## src/rtl/float2int_seq_if.sv

```systemverilog
// Handshake bundle for the float2int_seq converter: input code channel, result channel and busy flag.
interface float2int_seq_if;
   logic        in_valid;
   logic        in_ready;
   logic [6:0]  in_float;
   logic        out_valid;
   logic        out_ready;
   logic [10:0] out_int;
   logic        busy;

   modport master (
      output in_valid, in_float, out_ready,
      input  in_ready, out_valid, out_int, busy
   );

   modport slave (
      input  in_valid, in_float, out_ready,
      output in_ready, out_valid, out_int, busy
   );
endinterface

```

## src/rtl/float2int_seq.sv

```systemverilog
// Sequential 7-bit mini-float (3-bit exponent, 4-bit mantissa) to 11-bit unsigned integer converter.
// One left shift per cycle; the result is held in DONE until the consumer takes it.
module float2int_seq (
   input logic      clock,
   input logic      reset,
   float2int_seq_if.slave f
);

   typedef enum logic [1:0] {IDLE, SHIFT, DONE} state_t;

   state_t      state;
   logic [10:0] acc;
   logic [2:0]  cnt;
   logic        busy_q;
   logic        out_valid_q;
   logic [10:0] out_int_q;

   logic [2:0]  exp_in;
   logic [3:0]  mant_in;
   logic [10:0] load_acc;
   logic [2:0]  load_cnt;

   assign exp_in  = f.in_float[6:4];
   assign mant_in = f.in_float[3:0];

   // Denormal codes (e==0) carry no hidden one and need no shifting at all.
   always_comb begin
      load_acc = {7'b0, mant_in};
      load_cnt = 3'd0;
      if (exp_in != 3'd0) begin
         load_acc = {6'b0, 1'b1, mant_in};
         load_cnt = exp_in - 3'd1;
      end
   end

   // Accepting is gated by reset so no code slips in on a reset edge.
   assign f.in_ready  = (state == IDLE) && !reset;
   assign f.busy      = busy_q;
   assign f.out_valid = out_valid_q;
   assign f.out_int   = out_int_q;

   always_ff @(posedge clock) begin
      if (reset) begin
         state       <= IDLE;
         acc         <= 11'd0;
         cnt         <= 3'd0;
         busy_q      <= 1'b0;
         out_valid_q <= 1'b0;
         out_int_q   <= 11'd0;
      end else begin
         case (state)
            IDLE: begin
               if (f.in_valid) begin
                  acc    <= load_acc;
                  cnt    <= load_cnt;
                  busy_q <= 1'b1;
                  if (load_cnt == 3'd0) begin
                     state       <= DONE;
                     out_valid_q <= 1'b1;
                     out_int_q   <= load_acc;
                  end else begin
                     state <= SHIFT;
                  end
               end
            end
            SHIFT: begin
               acc <= acc << 1;
               cnt <= cnt - 3'd1;
               // Last step: publish the shifted value together with the move to DONE.
               if (cnt == 3'd1) begin
                  state       <= DONE;
                  out_valid_q <= 1'b1;
                  out_int_q   <= acc << 1;
               end
            end
            DONE: begin
               if (f.out_ready) begin
                  state       <= IDLE;
                  acc         <= 11'd0;
                  cnt         <= 3'd0;
                  busy_q      <= 1'b0;
                  out_valid_q <= 1'b0;
                  out_int_q   <= 11'd0;
               end
            end
            default: begin
               state <= IDLE;
            end
         endcase
      end
   end

endmodule

```

## src/flat_wrapper.sv

```systemverilog
// flat-port wrapper written by rule: the top's interface ports become plain ports
module float2int_seq_flat 
  (clock, reset, f_in_valid, f_in_float, f_out_ready, f_in_ready, f_out_valid, f_out_int, f_busy);
  float2int_seq_if f_i ();
  input logic clock;
  input logic reset;
  input wire logic [$bits(f_i.in_valid)-1:0] f_in_valid;
  input wire logic [$bits(f_i.in_float)-1:0] f_in_float;
  input wire logic [$bits(f_i.out_ready)-1:0] f_out_ready;
  output wire logic [$bits(f_i.in_ready)-1:0] f_in_ready;
  output wire logic [$bits(f_i.out_valid)-1:0] f_out_valid;
  output wire logic [$bits(f_i.out_int)-1:0] f_out_int;
  output wire logic [$bits(f_i.busy)-1:0] f_busy;
  assign f_i.in_valid = f_in_valid;
  assign f_i.in_float = f_in_float;
  assign f_i.out_ready = f_out_ready;
  assign f_in_ready = f_i.in_ready;
  assign f_out_valid = f_i.out_valid;
  assign f_out_int = f_i.out_int;
  assign f_busy = f_i.busy;
  float2int_seq u_core (.clock(clock), .reset(reset), .f(f_i));
endmodule
```

## config.mk

```make
export PLATFORM = sky130hd
export DESIGN_NAME = float2int_seq_flat
export DESIGN_NICKNAME = d
export VERILOG_FILES = /design/src/rtl/float2int_seq_if.sv /design/src/rtl/float2int_seq.sv /design/src/flat_wrapper.sv
export SDC_FILE = /design/constraint.sdc
export NUM_CORES = 1
export LEC_CHECK = 0
export BUFFER_PORTS_ARGS = -buffer_cell sky130_fd_sc_hd__buf_2
export CAP_MARGIN = 20
export CORE_AREA = 2 2 53 55
export CTS_CLUSTER_DIAMETER = 50
export DETAILED_ROUTE_END_ITERATION = 8
export DIE_AREA = 0 0 55 57
export HOLD_SLACK_MARGIN = 0.05
export PLACE_DENSITY = 0.77
export SYNTH_ARGS = -nofsm -noshare
export SYNTH_HDL_FRONTEND = slang
export SYNTH_SLANG_ARGS = --single-unit
```

## constraint.sdc

```tcl
create_clock -name clock -period 6.81 [get_ports clock]
set_clock_uncertainty 0.15 [all_clocks]
set_input_delay 0.681 -clock clock [delete_from_list [all_inputs] [get_ports clock]]
set_output_delay 0.681 -clock clock [all_outputs]
set_load 0.02 [all_outputs]
```

# Yosys cells after proc, flatten, opt, wreduce, memory -nomap -nowiden
# Cells that the tools add are included.
dict set report op_classes {
  n_eq_ne 7
  n_addsub 2
  mux 24
  n_reduce_logical 11
}
# op count
set ops {}
lappend ops {{11-bit 2-to-1 mux} 4}
lappend ops {{11-bit case mux with 3 select lines} 1}
lappend ops {{10-bit case mux with 3 select lines} 1}
lappend ops {{10-bit 2-to-1 mux} 1}
lappend ops {{3-bit 2-to-1 mux} 3}
lappend ops {{3-bit case mux with 3 select lines} 1}
lappend ops {{3-bit AND reduction} 3}
lappend ops {{2-bit 2-to-1 mux} 4}
lappend ops {{2-bit inequality test, second input constant} 3}
lappend ops {{2-bit case mux with 3 select lines} 1}
lappend ops {{3-bit nonzero test} 2}
lappend ops {{3-bit by 1-bit subtractor with 3-bit output, second input constant} 2}
lappend ops {{1-bit 2-to-1 mux} 5}
lappend ops {{5-bit 2-to-1 mux} 1}
lappend ops {{5-bit AND reduction} 1}
lappend ops {{3-bit by 1-bit == test with 1-bit output, second input constant} 1}
lappend ops {{3-bit logical NOT} 1}
lappend ops {{1-bit case mux with 3 select lines} 1}
lappend ops {{2-bit by 1-bit == test with 1-bit output, second input constant} 1}
lappend ops {{2-bit == test, second input constant} 1}
lappend ops {{2-bit logical NOT} 1}
lappend ops {{2-bit by 1-bit inequality test with 1-bit output, second input constant} 1}
lappend ops {{1-bit case mux with 2 select lines} 1}
lappend ops {{2-bit nonzero test} 1}
lappend ops {{2 further kinds} 2}
dict set report word_totals {
  ff_bits 28
  output_inout_bits 14
  elab_cells 50
  in_bits 11
}

# Longest topological paths before layout
# Gate-level depths: netlist (run 1).
dict set report depth {
  word_depth 6
  mapped_depth 8
  depth_no_buf 7
}

# Worst setup path before layout (run 1)
# OpenSTA, ideal clock, no wires.
dict set report synth_path {
  kind {in2reg}
  start {in f_in_float[4]}
  end {reg u_core.out_int_q[1] (netlist: u_core.f.out_int[1])}
  cell_stages 7
  arrival_ns 2.373
  t_required_ns 6.539
  path_slack_ns 4.165
  setup_ns 0.121
  n_path_buf 1
  cell_sequence {or2_2 -> ha_1 -> nand2b_2 -> or3b_1 -> a31o_1 -> buf_6 -> mux2_4}
}
dict set report synth_between {
  elab_chain_len 5
  elab_cells_between_ends 6
  classes_between {1 x add/sub; 1 x eq/ne; 1 x mux; 3 x reduce/logical}
}
# item line_no
set synth_lines {}
lappend synth_lines {{from (decl)} flat_wrapper.sv:8} ;# input wire logic [$bits(f_i.in_float)-1:0] f_in_float;
lappend synth_lines {{3-bit by 1-bit subtractor with 3-bit output / 3-bit nonzero test (equally long branches)} {float2int_seq.sv:32, float2int_seq.sv:30}}
lappend synth_lines {{3-bit 2-to-1 mux (*)} float2int_seq.sv:30} ;# if (exp_in != 3'd0) begin
lappend synth_lines {{3-bit logical NOT (*)} float2int_seq.sv:57} ;# if (load_cnt == 3'd0) begin
lappend synth_lines {{2-bit inequality test (no source line) (*)} --}
lappend synth_lines {{5-bit AND reduction (no source line) (*)} --}
lappend synth_lines {{to (signal assigned)} float2int_seq.sv:60} ;# out_int_q <= load_acc;
lappend synth_lines {{to (signal assigned)} float2int_seq.sv:73} ;# out_int_q <= acc << 1;
lappend synth_lines {{to (decl)} float2int_seq.sv:16} ;# logic [10:0] out_int_q;
# Every way passes the cells marked *; elsewhere a longest branch is shown, timed or not.
# A chain may end at the register's enable or synchronous reset.

# Worst setup path in the final report (run 1)
# Same ends and word-level chain as after synthesis.

==> results of run 1 <==
[worst paths after layout]
kind | start | end | slack [ps] | cells past startpoint
max | f_in_float[4] | u_core.f.out_int[1]$_SDFFE_PP0P_ | 4160 | 7
min | u_core.f.out_int[5]$_SDFFE_PP0P_ | u_core.f.out_int[5]$_SDFFE_PP0P_ | 310 | 2
max reg2reg | u_core.state[0]$_SDFFE_PP0P_ | u_core.f.out_valid$_SDFFE_PP0P_ | 4400 | 5
min reg2reg | u_core.f.out_int[5]$_SDFFE_PP0P_ | u_core.f.out_int[5]$_SDFFE_PP0P_ | 310 | 2
[worst reg2reg max path, stage by stage (launching register included)]
cell	delay, ps
dfxtp_1	380
inv_1	70
ha_1	480
nand2b_1	220
a31o_1	620
mux2_2	410
[where the power goes]
group	switching [W]	total (W)	internal (W)
clock network	0.0000466	0.0000792	0.0000327
logic	0.000207	0.000334	0.000127
registers	0.0000225	0.000227	0.000204
total	0.000276	0.000640	0.000364
[layer usage]
layer  track usage  vias up  wire [um]
li1              -      599          -
met1         0.244      568       1220
met2         0.333       43       1400
met3        0.0340        6        147
met4        0.0836        0         45
met5             0        -          0
[per-stage QoR]
step                      hold WS [ps]  std cells  setup slack (ps)
after floorplan                    282        163              4170
final                              313        213              4160
after global routing               325        213              4110
after CTS                          314        213              4160
after detailed placement           295        209              3810
after global placement             295        209              3860
[registers in the layout, summed over array words and instances (netlist names)]
name	flops
u_core.f.out_int	11
u_core.acc	10
u_core.cnt	3
u_core.state	2
u_core.f.busy	1
u_core.f.out_valid	1
[cell families (layout without fill, tap and decap cells)]
logic type               after synthesis  after routing  share of synthesized area
AO/OA/AOI/OAI                         34             34                      0.160
flip-flops                            28             28                      0.399
multiplexers                          12             12                     0.0980
buffers and inverters                 18             37                     0.0570
adder cells (fa/ha/maj)                7              7                     0.0624
AND/OR/NAND/NOR                       64             64                      0.224
[area by class of cell]
class                      count  area [um^2]
timing repair buffer          24          120
clock buffer                   4         36.3
multi-input combinational    117          763
inverter                       9         33.8
tap                           31         38.8
fill                         253         1060
sequential                    28          561
[layout by cell type (no fill, tap or decap), types with 2 or more instances in the layout]
master	instances
nor2b_1	11
o21ai_0	3
mux2_4	3
mux2i_1	7
clkbuf_4	3
nor2_1	14
ha_1	7
a31oi_1	4
mux2_2	2
buf_2	24
inv_1	8
a21oi_1	11
nand3_1	6
nand2b_1	3
nand2_1	21
a211oi_1	7
dfxtp_1	28
[synthesized netlist by cell type (all sizes together) (5+ instances only)]
| cell type | number |
|---|---|
| clkbuf | 6 |
| dfxtp | 28 |
| nand3 | 6 |
| nor2 | 14 |
| nand2 | 21 |
| a211oi | 7 |
| inv | 8 |
| a21oi | 12 |
| mux2 | 5 |
| nor2b | 11 |
| ha | 7 |
| mux2i | 7 |
==> results.cfg, run 1 <==
[final_layout]
layout-drive-gt1-share = 0.203
areaGrowthSynthToFinish_pct = 10.6
nets = 201
stdcell_area_um2 = 1550
diodes = 0
final_core_util = 0.594

[route]
wl_um = 2820
drtIter0Drc = 36
vias = 1216
firstDrtPassIters = 5
postRouteAntennaNets = 0
drc = 0
routed_via_density = 5.71
wire_per_inst_um = 13.2

[setup_path]
max_stage_delay_ps = 450
arrival_ps = 2720
cp-start-kind = input pin
worstSetupPathType = input pin to flip-flop
worstPathCellList = buf_2, or2_2, ha_1, nand2b_2, or3b_1, a31o_1, mux2_4
critical_path.max_fanout = 12
crit_required_ps = 6890
crit_path_top_delay_cell = a31o_1
critPathTopFamily = simple AND/OR/NAND/NOR gates
path_buf_inv = 1
crit_path_end_kind = flip-flop

[placement]
gp_congestion = 0.790
dp_hpwl_um = 2060
port_buffers = 24
dpl-instance-area_um2 = 1520

[global_route]
antenna_found_initial = 0
overflow = 0
grt_max_degree = 29
grtUsageTotal = 0.199
grt_pass1_vias = 1124
grt_pass1_wl_um = 4630

[yosys]
synth-seq-area-share = 0.399
syn-instance-count = 163
synth_cell_types = 38
async_reset_ff_frac = 0
synth_top_cell_area_share = 0.399
syn-cell-area_um2 = 1400
synth_edf_count = 0
ys.flop_type = dfxtp_1
ys_warn_count = 0
ys_ff_latch = 28
yosys.area.top_type = dfxtp_1
synthTopCellsByArea = dfxtp_1, ha_1, nand2_1
synth_nets = 181
avgSynthCellArea_um2 = 8.61

[floorplan]
die_w_um = 55
die_h_um = 57
start_util = 0.537
core_um2 = 2620
dieArea_um2 = 3140
io_pins = 25
num_rows = 19

[clocking]
cts_tree = built
clk_latency_ps = 320
clock_path_buffers = 2
cts_setup_buffers = 0
ctsResizeCount = 0
clk_pin_slew_ps = 140
cts_buffers = 3
cts-root-buf = clkbuf_4
cts.sinks = 28
cts_hold_buf = 0
htreeDepth = 1

[pwr]
ir_drop_mv = 0.267
p_leak_nw = 0.685
finalPower_w = 0.000640
p_per_area_nw_per_um2 = 412

[timing]
worstMarginPinSlew_ps = 698
period_share = 0.389
finalSetupViolCount = 0
rsz0062_at_grt = no
period_needed_ps = 2650
hold_violations = 0
setup_tns_ps = 0
maxSlewViolCount = 0
max-slew-margin-rel = 0.535
fmax_mhz = 378

[status]
outcome = complete, no violations

[flow_run]
maxCapViolCount = 0

[min_path]
hold_class = flip-flop to flip-flop
Power figures use the tool's default switching activity.
==> run 2: changes to the inputs <==
--- a/config.mk
+++ b/config.mk
@@ -7,12 +7,12 @@
 export LEC_CHECK = 0
 export BUFFER_PORTS_ARGS = -buffer_cell sky130_fd_sc_hd__buf_2
 export CAP_MARGIN = 20
-export CORE_AREA = 2 2 53 55
+export CORE_AREA = 2 2 57 59
 export CTS_CLUSTER_DIAMETER = 50
 export DETAILED_ROUTE_END_ITERATION = 8
-export DIE_AREA = 0 0 55 57
+export DIE_AREA = 0 0 59 61
 export HOLD_SLACK_MARGIN = 0.05
-export PLACE_DENSITY = 0.77
+export PLACE_DENSITY = 0.7
 export SYNTH_ARGS = -nofsm -noshare
 export SYNTH_HDL_FRONTEND = slang
 export SYNTH_SLANG_ARGS = --single-unit
==> constraint.sdc (replaced) <==
create_clock -name clock -period 2.2 [get_ports clock]
set_clock_uncertainty 0.15 [all_clocks]
set_input_delay 0.22 -clock clock [delete_from_list [all_inputs] [get_ports clock]]
set_output_delay 0.22 -clock clock [all_outputs]
set_load 0.02 [all_outputs]
==> results.cfg, run 2 (synthesized netlist as in run 1, its figures left out) <==
[setup_path]
reg2reg_to = u_core.f.out_int[9]$_SDFFE_PP0P_
worstSetupPathType = flip-flop to flip-flop
arrival_ps = 2190
crit_path_end_kind = flip-flop
crit_required_ps = 2320
critical_path.max_fanout = 7
worstPathCellList = inv_1, ha_1, nor2b_1, a221o_1, a31o_2, buf_4, mux2i_1
crit_path_start = u_core.state[0]$_SDFFE_PP0P_
rr_worst_depth = 7
crit_path_top_delay_cell = dfxtp_1
critPathTopFamily = compound AO/OA/AOI/OAI gates
r2r_start = u_core.state[0]$_SDFFE_PP0P_
cp-start-kind = flip-flop
path_buf_inv = 2
ff2ff_setup_slack_ps = 130
max_stage_delay_ps = 350

[timing]
maxSlewViolCount = 0
hold_ws_ps = 201
hold_violations = 0
rsz0062_at_grt = no
finalSetupViolCount = 0
max-slew-margin-rel = 0.755
worst_slack_ps = 129
worstMarginPinSlew_ps = 366
fmax_mhz = 483
period_share = 0.941
period_needed_ps = 2070

[final_layout]
stdcell_area_um2 = 1660
largest_register_ffs = 11
areaGrowthSynthToFinish_pct = 18.0
nets = 212
diodes = 0
final_cell_mix = dfxtp_1, buf_2, nand2_1
final_common_cell = dfxtp_1
fillerInstances = 271
instances_no_fill = 226
layout-drive-gt1-share = 0.249

[floorplan]
num_rows = 20
die_w_um = 59
dieArea_um2 = 3600
die_h_um = 61
io_pins = 25
core_um2 = 2950
start_util = 0.475

[global_route]
antenna_found_initial = 0
grt_pass1_vias = 1192
grtUsageTotal = 0.177
overflow = 0
grt_pass1_wl_um = 4960
grt_max_degree = 28

[route]
wl_um = 2900
firstDrtPassIters = 4
postRouteAntennaNets = 0
routed_via_density = 5.37
drc = 0
drtIter0Drc = 37
vias = 1214
wire_per_inst_um = 12.8

[min_path]
hold_class = input pin to flip-flop
holdCritStartpoint = reset
min_path_cells = 3
hold_end = u_core.acc[9]$_SDFFE_PP0P_

[placement]
dp_hpwl_um = 2090
post-place-ws_ps = -108
gp_congestion = 0.820
port_buffers = 24
dpl-instance-area_um2 = 1590
place_inst = 221

[clocking]
cts_buffers = 3
cts_setup_buffers = 0
cts-root-buf = clkbuf_4
cts.sinks = 28
clk_pin_slew_ps = 160
clk_latency_ps = 330
htreeDepth = 1
clock_path_buffers = 2
cts_tree = built

[status]
outcome = complete, no violations

[pwr]
ir_drop_mv = 0.872
p_leak_nw = 0.744
finalPower_w = 0.00215
p_per_area_nw_per_um2 = 1300

[flow_run]
maxCapViolCount = 0
[run 2: final cells by class]
type                            instances  area, um^2  area share
Clock inverter                          1        30.0      0.0181
Sequential cell                        28         561       0.338
Multi-Input combinational cell        117         763       0.461
Tap cell                               33        41.3      0.0249
Clock buffer                            3        22.5      0.0136
Timing Repair Buffer                   35         205       0.124
Inverter                                9        33.8      0.0204
[run 2: worst max path at each step]
stage	depth (start not counted)	end
2_1_floorplan	7	u_core.f.out_int[1]$_SDFFE_PP0P_
3_3_place_gp	8	u_core.f.out_int[10]$_SDFFE_PP0P_
3_5_place_dp	8	u_core.f.out_int[9]$_SDFFE_PP0P_
4_1_cts	7	u_core.f.out_int[9]$_SDFFE_PP0P_
5_1_grt	7	u_core.f.out_int[8]$_SDFFE_PP0P_
6_report	7	u_core.f.out_int[9]$_SDFFE_PP0P_
[run 2: repair_timing]
action | CTS | global route
hold buffers | 1 | 0
gates resized for setup | 0 | 1
endpoints found under the setup margin | 0 | 12
hold endpoints to repair | 2 | 0
[run 2: worst reg2reg max path: cells and delay by family, from the launching register on]
family | cells | cell delay [ps]
AO/OA/AOI/OAI | 2 | 510
AND/OR/NAND/NOR | 1 | 320
flip-flops | 1 | 350
multiplexers | 1 | 190
buffers and inverters | 2 | 310
adder cells (fa/ha/maj) | 1 | 200
[run 2: routing by layer]
metal	vias to the layer above	GRT usage	wire length [um]
met5	-	0	0
li1	620	-	-
met3	8	0.0320	112
met2	33	0.294	1310
met4	0	0.0909	65
met1	553	0.221	1410
[run 2: metrics by stage]
stage	utilization	TNS, ps
6_report	0.561	0
4_1_cts	0.561	0
3_5_place_dp	0.540	-1020
5_1_grt	0.561	0
3_3_place_gp	0.540	-630
2_1_floorplan	-	0
[run 2: report_power, final]
part           switching [W]  total [W]  internal, W
sequential         0.0000646   0.000697     0.000633
clock               0.000154   0.000339     0.000184
combinational       0.000651    0.00112     0.000468
total               0.000870    0.00215      0.00129
==> run 3: changes to the inputs <==
--- a/config.mk
+++ b/config.mk
@@ -7,12 +7,14 @@
 export LEC_CHECK = 0
 export BUFFER_PORTS_ARGS = -buffer_cell sky130_fd_sc_hd__buf_2
 export CAP_MARGIN = 20
-export CORE_AREA = 2 2 57 59
+export CELL_PAD_IN_SITES_DETAIL_PLACEMENT = 1
+export CELL_PAD_IN_SITES_GLOBAL_PLACEMENT = 1
+export CORE_AREA = 2 2 66 68
 export CTS_CLUSTER_DIAMETER = 50
 export DETAILED_ROUTE_END_ITERATION = 8
-export DIE_AREA = 0 0 59 61
+export DIE_AREA = 0 0 68 70
 export HOLD_SLACK_MARGIN = 0.05
-export PLACE_DENSITY = 0.7
+export PLACE_DENSITY_LB_ADDON = 0.1
 export SYNTH_ARGS = -nofsm -noshare
 export SYNTH_HDL_FRONTEND = slang
 export SYNTH_SLANG_ARGS = --single-unit
==> results.cfg, run 3 (synthesized netlist as in run 1, its figures left out) <==
[status]
outcome = complete, no violations

[clocking]
cts.sinks = 28
cts_hold_buf = 0
cts_tree = built
cts-root-buf = clkbuf_8
htreeDepth = 1
clk_pin_slew_ps = 100
cts_setup_buffers = 0
cts_buffers = 3
clk_latency_ps = 270
clock_path_buffers = 2

[final_layout]
diodes = 0
final_common_cell = dfxtp_1
largest_register_ffs = 11
areaGrowthSynthToFinish_pct = 20.9
nets = 212
final_cell_mix = dfxtp_1, buf_2, nand2_1
stdcell_area_um2 = 1700
layout-drive-gt1-share = 0.254
fillerInstances = 512

[setup_path]
crit_path_end_kind = flip-flop
crit_path_top_delay_cell = or3b_1
cp-start-kind = flip-flop
crit_required_ps = 2220
critical_path.max_fanout = 7
ff2ff_setup_slack_ps = 190
max_stage_delay_ps = 360
arrival_ps = 2030
critPathTopFamily = simple AND/OR/NAND/NOR gates
worstSetupPathType = flip-flop to flip-flop
path_buf_inv = 1
worstPathCellList = inv_1, ha_1, nand2b_2, or3b_1, a31o_2, mux2_4

[floorplan]
die_w_um = 68
die_h_um = 70
start_util = 0.339
io_pins = 25
dieArea_um2 = 4760
core_um2 = 4140
num_rows = 24

[route]
routed_via_density = 4.99
wl_um = 3440
vias = 1222
postRouteAntennaNets = 0
firstDrtPassIters = 4
drc = 0
wire_per_inst_um = 14.1
drtIter0Drc = 43

[timing]
period_share = 0.916
setup_tns_ps = 0
fmax_mhz = 496
worstMarginPinSlew_ps = 389
finalSetupViolCount = 0
maxSlewViolCount = 0
hold_violations = 0
max-slew-margin-rel = 0.739
period_needed_ps = 2010
rsz0062_at_grt = no

[placement]
gp_congestion = 0.812
dpl-instance-area_um2 = 1630
port_buffers = 24
dp_hpwl_um = 2640

[global_route]
grtUsageTotal = 0.158
grt_pass1_wl_um = 5800
grt_max_degree = 20
grt_pass1_vias = 1230
antenna_found_initial = 0
overflow = 0

[pwr]
p_leak_nw = 0.753
finalPower_w = 0.00225
p_per_area_nw_per_um2 = 1330
ir_drop_mv = 0.769

[flow_run]
maxCapViolCount = 0

[min_path]
hold_class = input pin to flip-flop
[run 3: cell count changes in the layout (fill, tap and decap cells not counted), sizes merged]
cell,delta
buf,+1
dlygate4sd3,-1
[run 3: worst reg2reg max path, delay by kind of cell (launching register included)]
family / cells / cell delay [ps]
AO/OA/AOI/OAI: 1 / 320
adder cells (fa/ha/maj): 1 / 260
multiplexers: 1 / 320
AND/OR/NAND/NOR: 2 / 440
buffers and inverters: 1 / 80
flip-flops: 1 / 340
[run 3: final timing paths]
check                                         from                          endpoint  cells after the start
setup / recovery      u_core.state[0]$_SDFFE_PP0P_  u_core.f.out_int[2]$_SDFFE_PP0P_                      6
hold / removal                       f_in_float[0]        u_core.acc[0]$_SDFFE_PP0P_                      3
setup reg to reg      u_core.state[0]$_SDFFE_PP0P_  u_core.f.out_int[2]$_SDFFE_PP0P_                      6
hold reg to reg   u_core.f.out_int[5]$_SDFFE_PP0P_  u_core.f.out_int[5]$_SDFFE_PP0P_                      2
[run 3: power by group]
group,total (W),leakage [nW],switching [W],internal (W)
Clock,0.000409,0.0357,0.000166,0.000244
Sequential,0.000699,0.228,0.0000660,0.000633
Combinational,0.00115,0.490,0.000672,0.000474
Total,0.00225,0.753,0.000904,0.00135
[run 3: through the flow]
step | setup slack, ps | std cells | hold WS, ps | utilization
6_report | 186 | 245 | 81.7 | 0.409
5_1_grt | 22.0 | 245 | 88.1 | 0.409
4_1_cts | 117 | 245 | 82.6 | 0.409
3_5_place_dp | -127 | 241 | 304 | 0.392
3_3_place_gp | -76.3 | 241 | 294 | 0.392
2_1_floorplan | 16.4 | 163 | 234 | -
[run 3: routing by layer]
metal  vias to the layer above  share of wire  GRT usage
li1                        619              -          -
met3                         2          0.034     0.0242
met2                        17           0.46      0.239
met5                         -              0          0
met1                       584           0.50      0.233
met4                         0         0.0058     0.0333
[run 3: cell type report]
cell class	count	area, um^2	share of cell area
clock buffer	3	41.3	0.0243
clock inverter	1	30.0	0.0177
timing repair buffer	35	203	0.119
tap	52	65.1	0.0383
multi-input combinational	117	763	0.450
inverter	9	33.8	0.0199
sequential	28	561	0.330
[run 3: timing repair]
action | CTS | global route
hold endpoints to repair | 0 | 0
endpoints found under the setup margin | 0 | 10
resized for setup | 0 | 1
